[src/rtl/multicycle_datapath_if.sv]
// Control/data bundle between the multicycle controller (master) and the datapath (slave).
interface multicycle_datapath_if #(
  parameter int ADDR_W = 16
);
  logic              stall;
  logic              memReady;
  logic              PCWrite;
  logic              PCWriteCond;
  logic              PCWriteCondNe;
  logic [1:0]        PCSource;
  logic              IorD;
  logic              IRWrite;
  logic              RegWrite;
  logic [1:0]        RegDst;
  logic [1:0]        MemToReg;
  logic              ALUSrcA;
  logic [1:0]        ALUSrcB;
  logic              ExtOp;
  logic              zero;
  logic [31:0]       aluResult;
  logic [31:0]       memData;
  logic [5:0]        op;
  logic [5:0]        funct;
  logic [31:0]       aluParamData1;
  logic [31:0]       aluParamData2;
  logic [31:0]       writeMemData;
  logic [ADDR_W-1:0] memAddr;
  logic [ADDR_W-1:0] pcOut;

  modport master (
    output stall, memReady, PCWrite, PCWriteCond, PCWriteCondNe, PCSource, IorD,
           IRWrite, RegWrite, RegDst, MemToReg, ALUSrcA, ALUSrcB, ExtOp, zero,
           aluResult, memData,
    input  op, funct, aluParamData1, aluParamData2, writeMemData, memAddr, pcOut
  );

  modport slave (
    input  stall, memReady, PCWrite, PCWriteCond, PCWriteCondNe, PCSource, IorD,
           IRWrite, RegWrite, RegDst, MemToReg, ALUSrcA, ALUSrcB, ExtOp, zero,
           aluResult, memData,
    output op, funct, aluParamData1, aluParamData2, writeMemData, memAddr, pcOut
  );
endinterface

[src/rtl/multicycle_datapath.sv]
// Multicycle MIPS datapath: PC, IR, MDR, A, B, ALUOut and a 32x32 register file.
// All sequencing comes from the external controller; the ALU is external too.
module multicycle_datapath #(
  parameter int          ADDR_W   = 16,
  parameter logic [31:0] RESET_PC = 32'h0,
  parameter bit          ZERO_REG = 1'b1
) (
  input logic clk,
  input logic reset,
  multicycle_datapath_if.slave bus
);

  logic [ADDR_W-1:0] pc;
  logic [31:0]       ir, mdr, regA, regB, aluOut;
  logic [31:0]       regs [32];

  logic [4:0]        rs, rt, rd, wAddr;
  logic [31:0]       pcExt, immExt, jumpTarget, pcSrc, wData, rdA, rdB;
  logic              pcEn, regWe;

  assign rs    = ir[25:21];
  assign rt    = ir[20:16];
  assign rd    = ir[15:11];
  assign pcExt = 32'(pc);

  assign immExt     = bus.ExtOp ? {{16{ir[15]}}, ir[15:0]} : {16'h0, ir[15:0]};
  // Upper PC bits only matter above bit 27; for narrow PCs they are zero anyway.
  assign jumpTarget = {pcExt[31:28], ir[25:0], 2'b00};

  // Combinational register reads; r0 optionally hardwired to zero.
  assign rdA = (ZERO_REG && rs == 5'd0) ? 32'h0 : regs[rs];
  assign rdB = (ZERO_REG && rt == 5'd0) ? 32'h0 : regs[rt];

  // Next-PC source, write-back mux and write enables.
  always_comb begin
    pcSrc = bus.aluResult;
    case (bus.PCSource)
      2'b00: pcSrc = bus.aluResult;
      2'b01: pcSrc = aluOut;
      2'b10: pcSrc = jumpTarget;
      2'b11: pcSrc = regA;
    endcase
    wAddr = rt;
    case (bus.RegDst)
      2'b01:   wAddr = rd;
      2'b10:   wAddr = 5'd31;
      default: wAddr = rt;
    endcase
    wData = aluOut;
    case (bus.MemToReg)
      2'b01:   wData = mdr;
      2'b10:   wData = pcExt;
      default: wData = aluOut;
    endcase
    pcEn  = !bus.stall && (bus.PCWrite || (bus.PCWriteCond && bus.zero) ||
                           (bus.PCWriteCondNe && !bus.zero));
    regWe = bus.RegWrite && !bus.stall && !(ZERO_REG && wAddr == 5'd0);
  end

  // Program counter; wraps naturally at ADDR_W bits.
  always_ff @(posedge clk or posedge reset) begin
    if (reset)     pc <= RESET_PC[ADDR_W-1:0];
    else if (pcEn) pc <= pcSrc[ADDR_W-1:0];
  end

  // Instruction register: only captures once memory reports data valid.
  always_ff @(posedge clk or posedge reset) begin
    if (reset)                                          ir <= '0;
    else if (bus.IRWrite && bus.memReady && !bus.stall) ir <= bus.memData;
  end

  // Memory data register: captures every valid memory beat.
  always_ff @(posedge clk or posedge reset) begin
    if (reset)                           mdr <= '0;
    else if (bus.memReady && !bus.stall) mdr <= bus.memData;
  end

  // Inter-cycle operand/result latches, reloaded every unstalled cycle.
  always_ff @(posedge clk or posedge reset) begin
    if (reset) begin
      regA   <= '0;
      regB   <= '0;
      aluOut <= '0;
    end else if (!bus.stall) begin
      regA   <= rdA;
      regB   <= rdB;
      aluOut <= bus.aluResult;
    end
  end

  // Register file write port; reads see the old value in the write cycle.
  always_ff @(posedge clk or posedge reset) begin
    if (reset) begin
      for (int i = 0; i < 32; i++) regs[i] <= '0;
    end else if (regWe) begin
      regs[wAddr] <= wData;
    end
  end

  assign bus.op            = ir[31:26];
  assign bus.funct         = ir[5:0];
  assign bus.aluParamData1 = bus.ALUSrcA ? regA : pcExt;
  assign bus.writeMemData  = regB;
  assign bus.memAddr       = bus.IorD ? aluOut[ADDR_W-1:0] : pc;
  assign bus.pcOut         = pc;

  // Second ALU operand select.
  always_comb begin
    bus.aluParamData2 = regB;
    case (bus.ALUSrcB)
      2'b00: bus.aluParamData2 = regB;
      2'b01: bus.aluParamData2 = 32'd4;
      2'b10: bus.aluParamData2 = immExt;
      2'b11: bus.aluParamData2 = {immExt[29:0], 2'b00};
    endcase
  end

endmodule

[src/flat_wrapper.sv]
// flat-port wrapper written by rule: the top's interface ports become plain ports
module multicycle_datapath_flat 
#(
  parameter int          ADDR_W   = 16,
  parameter logic [31:0] RESET_PC = 32'h0,
  parameter bit          ZERO_REG = 1'b1
)
  (clk, reset, bus_stall, bus_memReady, bus_PCWrite, bus_PCWriteCond, bus_PCWriteCondNe, bus_PCSource, bus_IorD, bus_IRWrite, bus_RegWrite, bus_RegDst, bus_MemToReg, bus_ALUSrcA, bus_ALUSrcB, bus_ExtOp, bus_zero, bus_aluResult, bus_memData, bus_op, bus_funct, bus_aluParamData1, bus_aluParamData2, bus_writeMemData, bus_memAddr, bus_pcOut);
  multicycle_datapath_if #(.ADDR_W(ADDR_W)) bus_i ();
  input logic clk;
  input logic reset;
  input wire logic [$bits(bus_i.stall)-1:0] bus_stall;
  input wire logic [$bits(bus_i.memReady)-1:0] bus_memReady;
  input wire logic [$bits(bus_i.PCWrite)-1:0] bus_PCWrite;
  input wire logic [$bits(bus_i.PCWriteCond)-1:0] bus_PCWriteCond;
  input wire logic [$bits(bus_i.PCWriteCondNe)-1:0] bus_PCWriteCondNe;
  input wire logic [$bits(bus_i.PCSource)-1:0] bus_PCSource;
  input wire logic [$bits(bus_i.IorD)-1:0] bus_IorD;
  input wire logic [$bits(bus_i.IRWrite)-1:0] bus_IRWrite;
  input wire logic [$bits(bus_i.RegWrite)-1:0] bus_RegWrite;
  input wire logic [$bits(bus_i.RegDst)-1:0] bus_RegDst;
  input wire logic [$bits(bus_i.MemToReg)-1:0] bus_MemToReg;
  input wire logic [$bits(bus_i.ALUSrcA)-1:0] bus_ALUSrcA;
  input wire logic [$bits(bus_i.ALUSrcB)-1:0] bus_ALUSrcB;
  input wire logic [$bits(bus_i.ExtOp)-1:0] bus_ExtOp;
  input wire logic [$bits(bus_i.zero)-1:0] bus_zero;
  input wire logic [$bits(bus_i.aluResult)-1:0] bus_aluResult;
  input wire logic [$bits(bus_i.memData)-1:0] bus_memData;
  output wire logic [$bits(bus_i.op)-1:0] bus_op;
  output wire logic [$bits(bus_i.funct)-1:0] bus_funct;
  output wire logic [$bits(bus_i.aluParamData1)-1:0] bus_aluParamData1;
  output wire logic [$bits(bus_i.aluParamData2)-1:0] bus_aluParamData2;
  output wire logic [$bits(bus_i.writeMemData)-1:0] bus_writeMemData;
  output wire logic [$bits(bus_i.memAddr)-1:0] bus_memAddr;
  output wire logic [$bits(bus_i.pcOut)-1:0] bus_pcOut;
  assign bus_i.stall = bus_stall;
  assign bus_i.memReady = bus_memReady;
  assign bus_i.PCWrite = bus_PCWrite;
  assign bus_i.PCWriteCond = bus_PCWriteCond;
  assign bus_i.PCWriteCondNe = bus_PCWriteCondNe;
  assign bus_i.PCSource = bus_PCSource;
  assign bus_i.IorD = bus_IorD;
  assign bus_i.IRWrite = bus_IRWrite;
  assign bus_i.RegWrite = bus_RegWrite;
  assign bus_i.RegDst = bus_RegDst;
  assign bus_i.MemToReg = bus_MemToReg;
  assign bus_i.ALUSrcA = bus_ALUSrcA;
  assign bus_i.ALUSrcB = bus_ALUSrcB;
  assign bus_i.ExtOp = bus_ExtOp;
  assign bus_i.zero = bus_zero;
  assign bus_i.aluResult = bus_aluResult;
  assign bus_i.memData = bus_memData;
  assign bus_op = bus_i.op;
  assign bus_funct = bus_i.funct;
  assign bus_aluParamData1 = bus_i.aluParamData1;
  assign bus_aluParamData2 = bus_i.aluParamData2;
  assign bus_writeMemData = bus_i.writeMemData;
  assign bus_memAddr = bus_i.memAddr;
  assign bus_pcOut = bus_i.pcOut;
  multicycle_datapath #(.ADDR_W(ADDR_W), .RESET_PC(RESET_PC), .ZERO_REG(ZERO_REG)) u_core (.clk(clk), .reset(reset), .bus(bus_i));
endmodule
[config.mk]
export PLATFORM = sky130hd
export DESIGN_NAME = multicycle_datapath_flat
export DESIGN_NICKNAME = d
export VERILOG_FILES = /design/src/rtl/multicycle_datapath_if.sv /design/src/rtl/multicycle_datapath.sv /design/src/flat_wrapper.sv
export SDC_FILE = /design/constraint.sdc
export NUM_CORES = 2
export LEC_CHECK = 0
export CELL_PAD_IN_SITES_DETAIL_PLACEMENT = 1
export CELL_PAD_IN_SITES_GLOBAL_PLACEMENT = 1
export CORE_UTILIZATION = 40
export CTS_CLUSTER_DIAMETER = 150
export CTS_CLUSTER_SIZE = 8
export DETAILED_ROUTE_END_ITERATION = 10
export HOLD_SLACK_MARGIN = 0.12
export PLACE_DENSITY = 0.64
export SLEW_MARGIN = 30
export SYNTH_ARGS = -nofsm -noshare
export SYNTH_HDL_FRONTEND = slang
export SYNTH_SLANG_ARGS = --single-unit
export TNS_END_PERCENT = 100
[constraint.sdc]
create_clock -name clk -period 103.6 [get_ports clk]
set_input_delay 20.72 -clock clk [delete_from_list [all_inputs] [get_ports clk]]
set_output_delay 20.72 -clock clk [all_outputs]
set_load 0.01 [all_outputs]
Yosys cells after proc, flatten, opt, wreduce, memory -nomap -nowiden
Cells that the tools add are included.

Flip-flop bits (word level): 1200. Input bits: 85. Logic and storage cells: 92.

Magnitude comparators: 4. Equality and inequality tests: 10. Multiplexer cells: 18. Bitwise logic cells: 3. Reductions and logical operators: 19.

Operators with widths (number): $bwmux W1024 (1); $bmux W32 S5 (2); $mux W32 (9); $demux W32 S5 (1); $pmux W32 S4 (1); $pmux W16 S4 (1); $pmux W32 S2 (1); $ge A6 B6 Y1 const B (3); $not A5 Y6 (3); $mux W16 (1); $logic_not A5 Y1 (3); $eq A2 B2 Y1 const B (6); $pmux W5 S2 (1); $logic_and A1 B1 Y1 (9); $eq A2 B1 Y1 const B (4); $lt A6 B1 Y1 const B (1); $logic_not A2 Y1 (2); $logic_not A1 Y1 (3); $logic_or A1 B1 Y1 (2).

Longest topological paths before layout
Depth in word-level cells: 8. Mapped depth: 10. Mapped depth without buffers: 7.

Least setup slack after synthesis
No wires, ideal clock.

Kind: input port to output port. From: in bus_ALUSrcB[1]. To: out bus_aluParamData2[12]. Arrival: 21783 ps. Data required time: 82880 ps. Slack: 61097 ps. Stages: 5. Cells stage by stage: clkbuf_1 > nor2_1 > clkbuf_1 > nand2_1 > o21ai_0.

Word-level cells in the longest chain between the ends: 2. Elaborated cells on any way between the ends: 5. Classes of those cells: eq/ne: 3; mux: 1; reduce/logical: 1.

RTL lines: start, declared (line flat_wrapper.sv:24) `input wire logic [$bits(bus_i.ALUSrcB)-1:0] bus_ALUSrcB;`; $eq A2 B2 Y1 (tied with other cells) (line multicycle_datapath.sv:110) `case (bus.ALUSrcB)`; $pmux W32 S4 * (line multicycle_datapath.sv:110); end, declared (line flat_wrapper.sv:32) `output wire logic [$bits(bus_i.aluParamData2)-1:0] bus_aluParamData2;`.

Every way passes the cells marked *; elsewhere a longest branch is shown, timed or not.

Final worst setup path
From: in bus_ALUSrcB[0]. To: out bus_aluParamData2[31].

The elaborated chain is that of the path after synthesis.

==> results.txt <==
Slew @ Worst Pin: 1.06 ns
Std cell rows: 144
Mapped cell area: 62300 um2
Mapped Nets: 4354
Count of placed standard cells in the final layout, fillers left out: 6365
Most heavily used metal layer in global routing: met2
Count of hold-fix buffers inserted at cts: 0
Root buffer cell: sky130_fd_sc_hd__clkbuf_16
Final instance area: 71100 um2
Clock tree from TritonCTS: built
Residual DRC: 20
Violations in the final reports: design-rule violations
Worst slew margin relative to its limit: 29.6%
Post-synthesis sequential element count: 1200
Largest clock skew in the final design: 0.0306 ns
Most used cell along the critical path: sky130_fd_sc_hd__clkdlybuf4s50_1
Unrepaired setup endpoints after global routing: false
Remaining Overflow, GRT: 0
Total of endpoints with negative setup slack in the final report: 0
Sum of net half-perimeters after detailed placement: 133000 um
Final Slew Violations: 0
Detail-routed net length per standard cell: 35.2 um
Most frequent standard cell in the layout excluding fill and tap cells: sky130_fd_sc_hd__dfrtp_1
Largest driver fanout on the critical path: 21
Maximum ir drop on the vdd rail: 0.0190 mV
Number of buffers and inverters on the critical path: 4
Post-CTS clock slew at the launch and capture registers of the worst setup and hold paths: 0.05 ns
Floorplan Core Area: 154000 um2
Violation count after the first detailed-routing iteration: 3468
Endpoint type of the worst setup path: output port
Placed cells: 6168
Maximum number of pins on one net before global-route repair: 165
Sequential area share after synthesis: 48.2%
Yosys synthesis warning count: 0
Placer congestion estimate: 0.811
# diodes: 0
Yosys top cell by area: sky130_fd_sc_hd__dfrtp_1
Fraction of synthesis flops using an asynchronous set or reset pin: 100%
Distinct cells, synth: 56
Library cell contributing the largest single delay on the critical path: sky130_fd_sc_hd__clkdlybuf4s50_1
Fin. Hold Viols: 0
Met2 usage: 44.1%
Routed vias: 41116
Share of final-layout standard cells stronger than drive strength 1: 44.0%
Predominant post-synthesis flop cell: sky130_fd_sc_hd__dfrtp_1
I/O pin count: 225
Series of cell instances along the critical path: clkdlybuf4s50_1 > buf_4 > nor2_4 > buf_16 > a21o_1 > clkdlybuf4s50_1
IO buf count: 224
Number of global-route vias before repair: 43280
Vias/cell: 6.46
Initial Util: 40.4%
First-pass GRT wire length: 326000 um
Signal arrival time at the worst endpoint: 22.82 ns
Overall fraction of global-route tracks in use: 28.8%
CTS HTree Levels: 4
Max incr delay on CP: 0.53 ns
Fmax: 0.0230 GHz
Setup CP Type: primary input to output port
Number of antenna violations at the first check in global routing: 5
GR Util met1: 40.1%
Status: finished, violations left
Worst EP required: 82.88 ns
Top delay family on crit path: buffers and inverters
Post-layout min period: 43.54 ns
Class of the most critical hold timing path: flop to flop
Maximum count of clock buffers along a single path: 3
Ratio of final minimum period to clock period: 42.0%
Top library cells by usage in the layout, fill and taps aside: sky130_fd_sc_hd__dfrtp_1, sky130_fd_sc_hd__mux2_2, sky130_fd_sc_hd__mux4_2
CP startpoint kind: primary input
Remaining number of nets flagged by the antenna check after routing: 0
Proportion of netlist area held by the largest area contributor: 48.2%
Placed cell area: 66500 um2
Number of iterations in the first detailed-routing pass: 10
Nets@finish: 4391
Die Outline Area: 157000 um2
Reported leakage power: 31.7 nW
Power per cell area: 22.5 nW/um2
Syn Inst Count: 4264
Final worst hold slack: 0.396 ns
EDFF count, synth: 0
CTS resizes: 0
Fin Setup TNS: 0 ns
Y dimension of the die: 397 um
Average cell area after synthesis: 14.6 um2
Ranking of synthesized cells by area: sky130_fd_sc_hd__dfrtp_1, sky130_fd_sc_hd__mux2_2, sky130_fd_sc_hd__mux4_2, sky130_fd_sc_hd__mux2i_1, sky130_fd_sc_hd__mux2_1
Max cap viols: 0
Relative area change from synthesis to final layout: 14.2%
Routed wire length: 224000 um
Total setup buffers inserted after CTS: 0
Skew-Pair Late Insertion Delay: 0.81 ns
Die outline width: 397 um
Met3 usage: 6.27%
TritonCTS Buffers: 167
Number of sinks on the clock net: 1200
## synthesized netlist by cell type, types with 7 or more instances
master,n
sky130_fd_sc_hd__mux2i_1,214
sky130_fd_sc_hd__a21o_1,14
sky130_fd_sc_hd__and2_1,20
sky130_fd_sc_hd__a21oi_1,63
sky130_fd_sc_hd__mux2_2,1019
sky130_fd_sc_hd__inv_1,7
sky130_fd_sc_hd__nor2_1,27
sky130_fd_sc_hd__nand4_1,20
sky130_fd_sc_hd__buf_4,18
sky130_fd_sc_hd__mux4_2,441
sky130_fd_sc_hd__a2111o_1,12
sky130_fd_sc_hd__a211oi_1,24
sky130_fd_sc_hd__o221ai_1,49
sky130_fd_sc_hd__clkbuf_1,282
sky130_fd_sc_hd__nand3_1,34
sky130_fd_sc_hd__nor2b_1,13
sky130_fd_sc_hd__o22a_1,22
sky130_fd_sc_hd__a22oi_1,88
sky130_fd_sc_hd__buf_2,124
sky130_fd_sc_hd__mux2_4,30
sky130_fd_sc_hd__buf_1,57
sky130_fd_sc_hd__o21ai_0,65
sky130_fd_sc_hd__o22ai_1,72
sky130_fd_sc_hd__mux2_1,101
sky130_fd_sc_hd__nand2_1,100
sky130_fd_sc_hd__a22o_1,51
sky130_fd_sc_hd__dfrtp_1,1200
sky130_fd_sc_hd__a32o_1,32
## flip-flops by register name, indices dropped and copies added (netlist names)
| name | count |
|---|---|
| u_core.ir | 32 |
| u_core.bus.pcOut | 16 |
| u_core.bus.writeMemData | 32 |
| u_core.aluOut | 32 |
| u_core.regA | 32 |
| u_core.mdr | 32 |
| u_core.regs | 1024 |
## stage by stage
step	total power, mW	setup WS (ns)	utilization (%)
after global placement	1.09	59.80	42.9
after global routing	1.67	59.96	46.1
after CTS	1.61	60.05	45.9
after floorplan	0.937	49.07	-
after detailed placement	1.11	60.07	43.0
final	1.60	60.06	46.1
## cells by family after synthesis
| kind of cell | Yosys count | share of synthesized area (%) |
|---|---|---|
| flops | 1200 | 48.2 |
| fa+ha+maj | 5 | 0.100 |
| compound gates | 508 | 5.95 |
| buf+inv | 498 | 3.50 |
| simple gates | 248 | 1.93 |
| mux | 1805 | 40.3 |
## path summary, 6_finish.rpt
path	startpoint	endpoint	slack [ns]	cells past startpoint
worst max-delay path	bus_ALUSrcB[0]	bus_aluParamData2[31]	60.06	6
worst min-delay path	u_core.regs[997]	u_core.regs[997]	0.40	0
worst max register to register	u_core.ir[21]	u_core.regA[4]	99.51	6
worst min register to register	u_core.regs[997]	u_core.regs[997]	0.40	0
max in group asynchronous	reset	u_core.ir[16]	80.29	5
min in group asynchronous	reset	u_core.regs[537]	20.43	2
## layout make-up
type                            instances  area, um2
Clock buffer                          180       4330
Clock inverter                          9        101
Fill cell                           14987      83300
Inverter                                9       46.3
Multi-Input combinational cell       2566      30500
Sequential cell                      1200      30100
Tap cell                             2044       2560
Timing Repair Buffer                  357       3550
## routing by layer
metal  share of wire, %  vias to the layer above
met4                3.8                        4
met3                6.9                      438
met2                 46                     1489
met5              0.010                        -
li1                   -                    16484
met1                 43                    22701
## where the power goes
part / switching (mW) / internal [mW] / total, mW
logic: 0.210 / 0.227 / 0.437
clock network: 0.205 / 0.291 / 0.496
registers: 0.0979 / 0.569 / 0.667
Power figures use the tool's default switching activity.
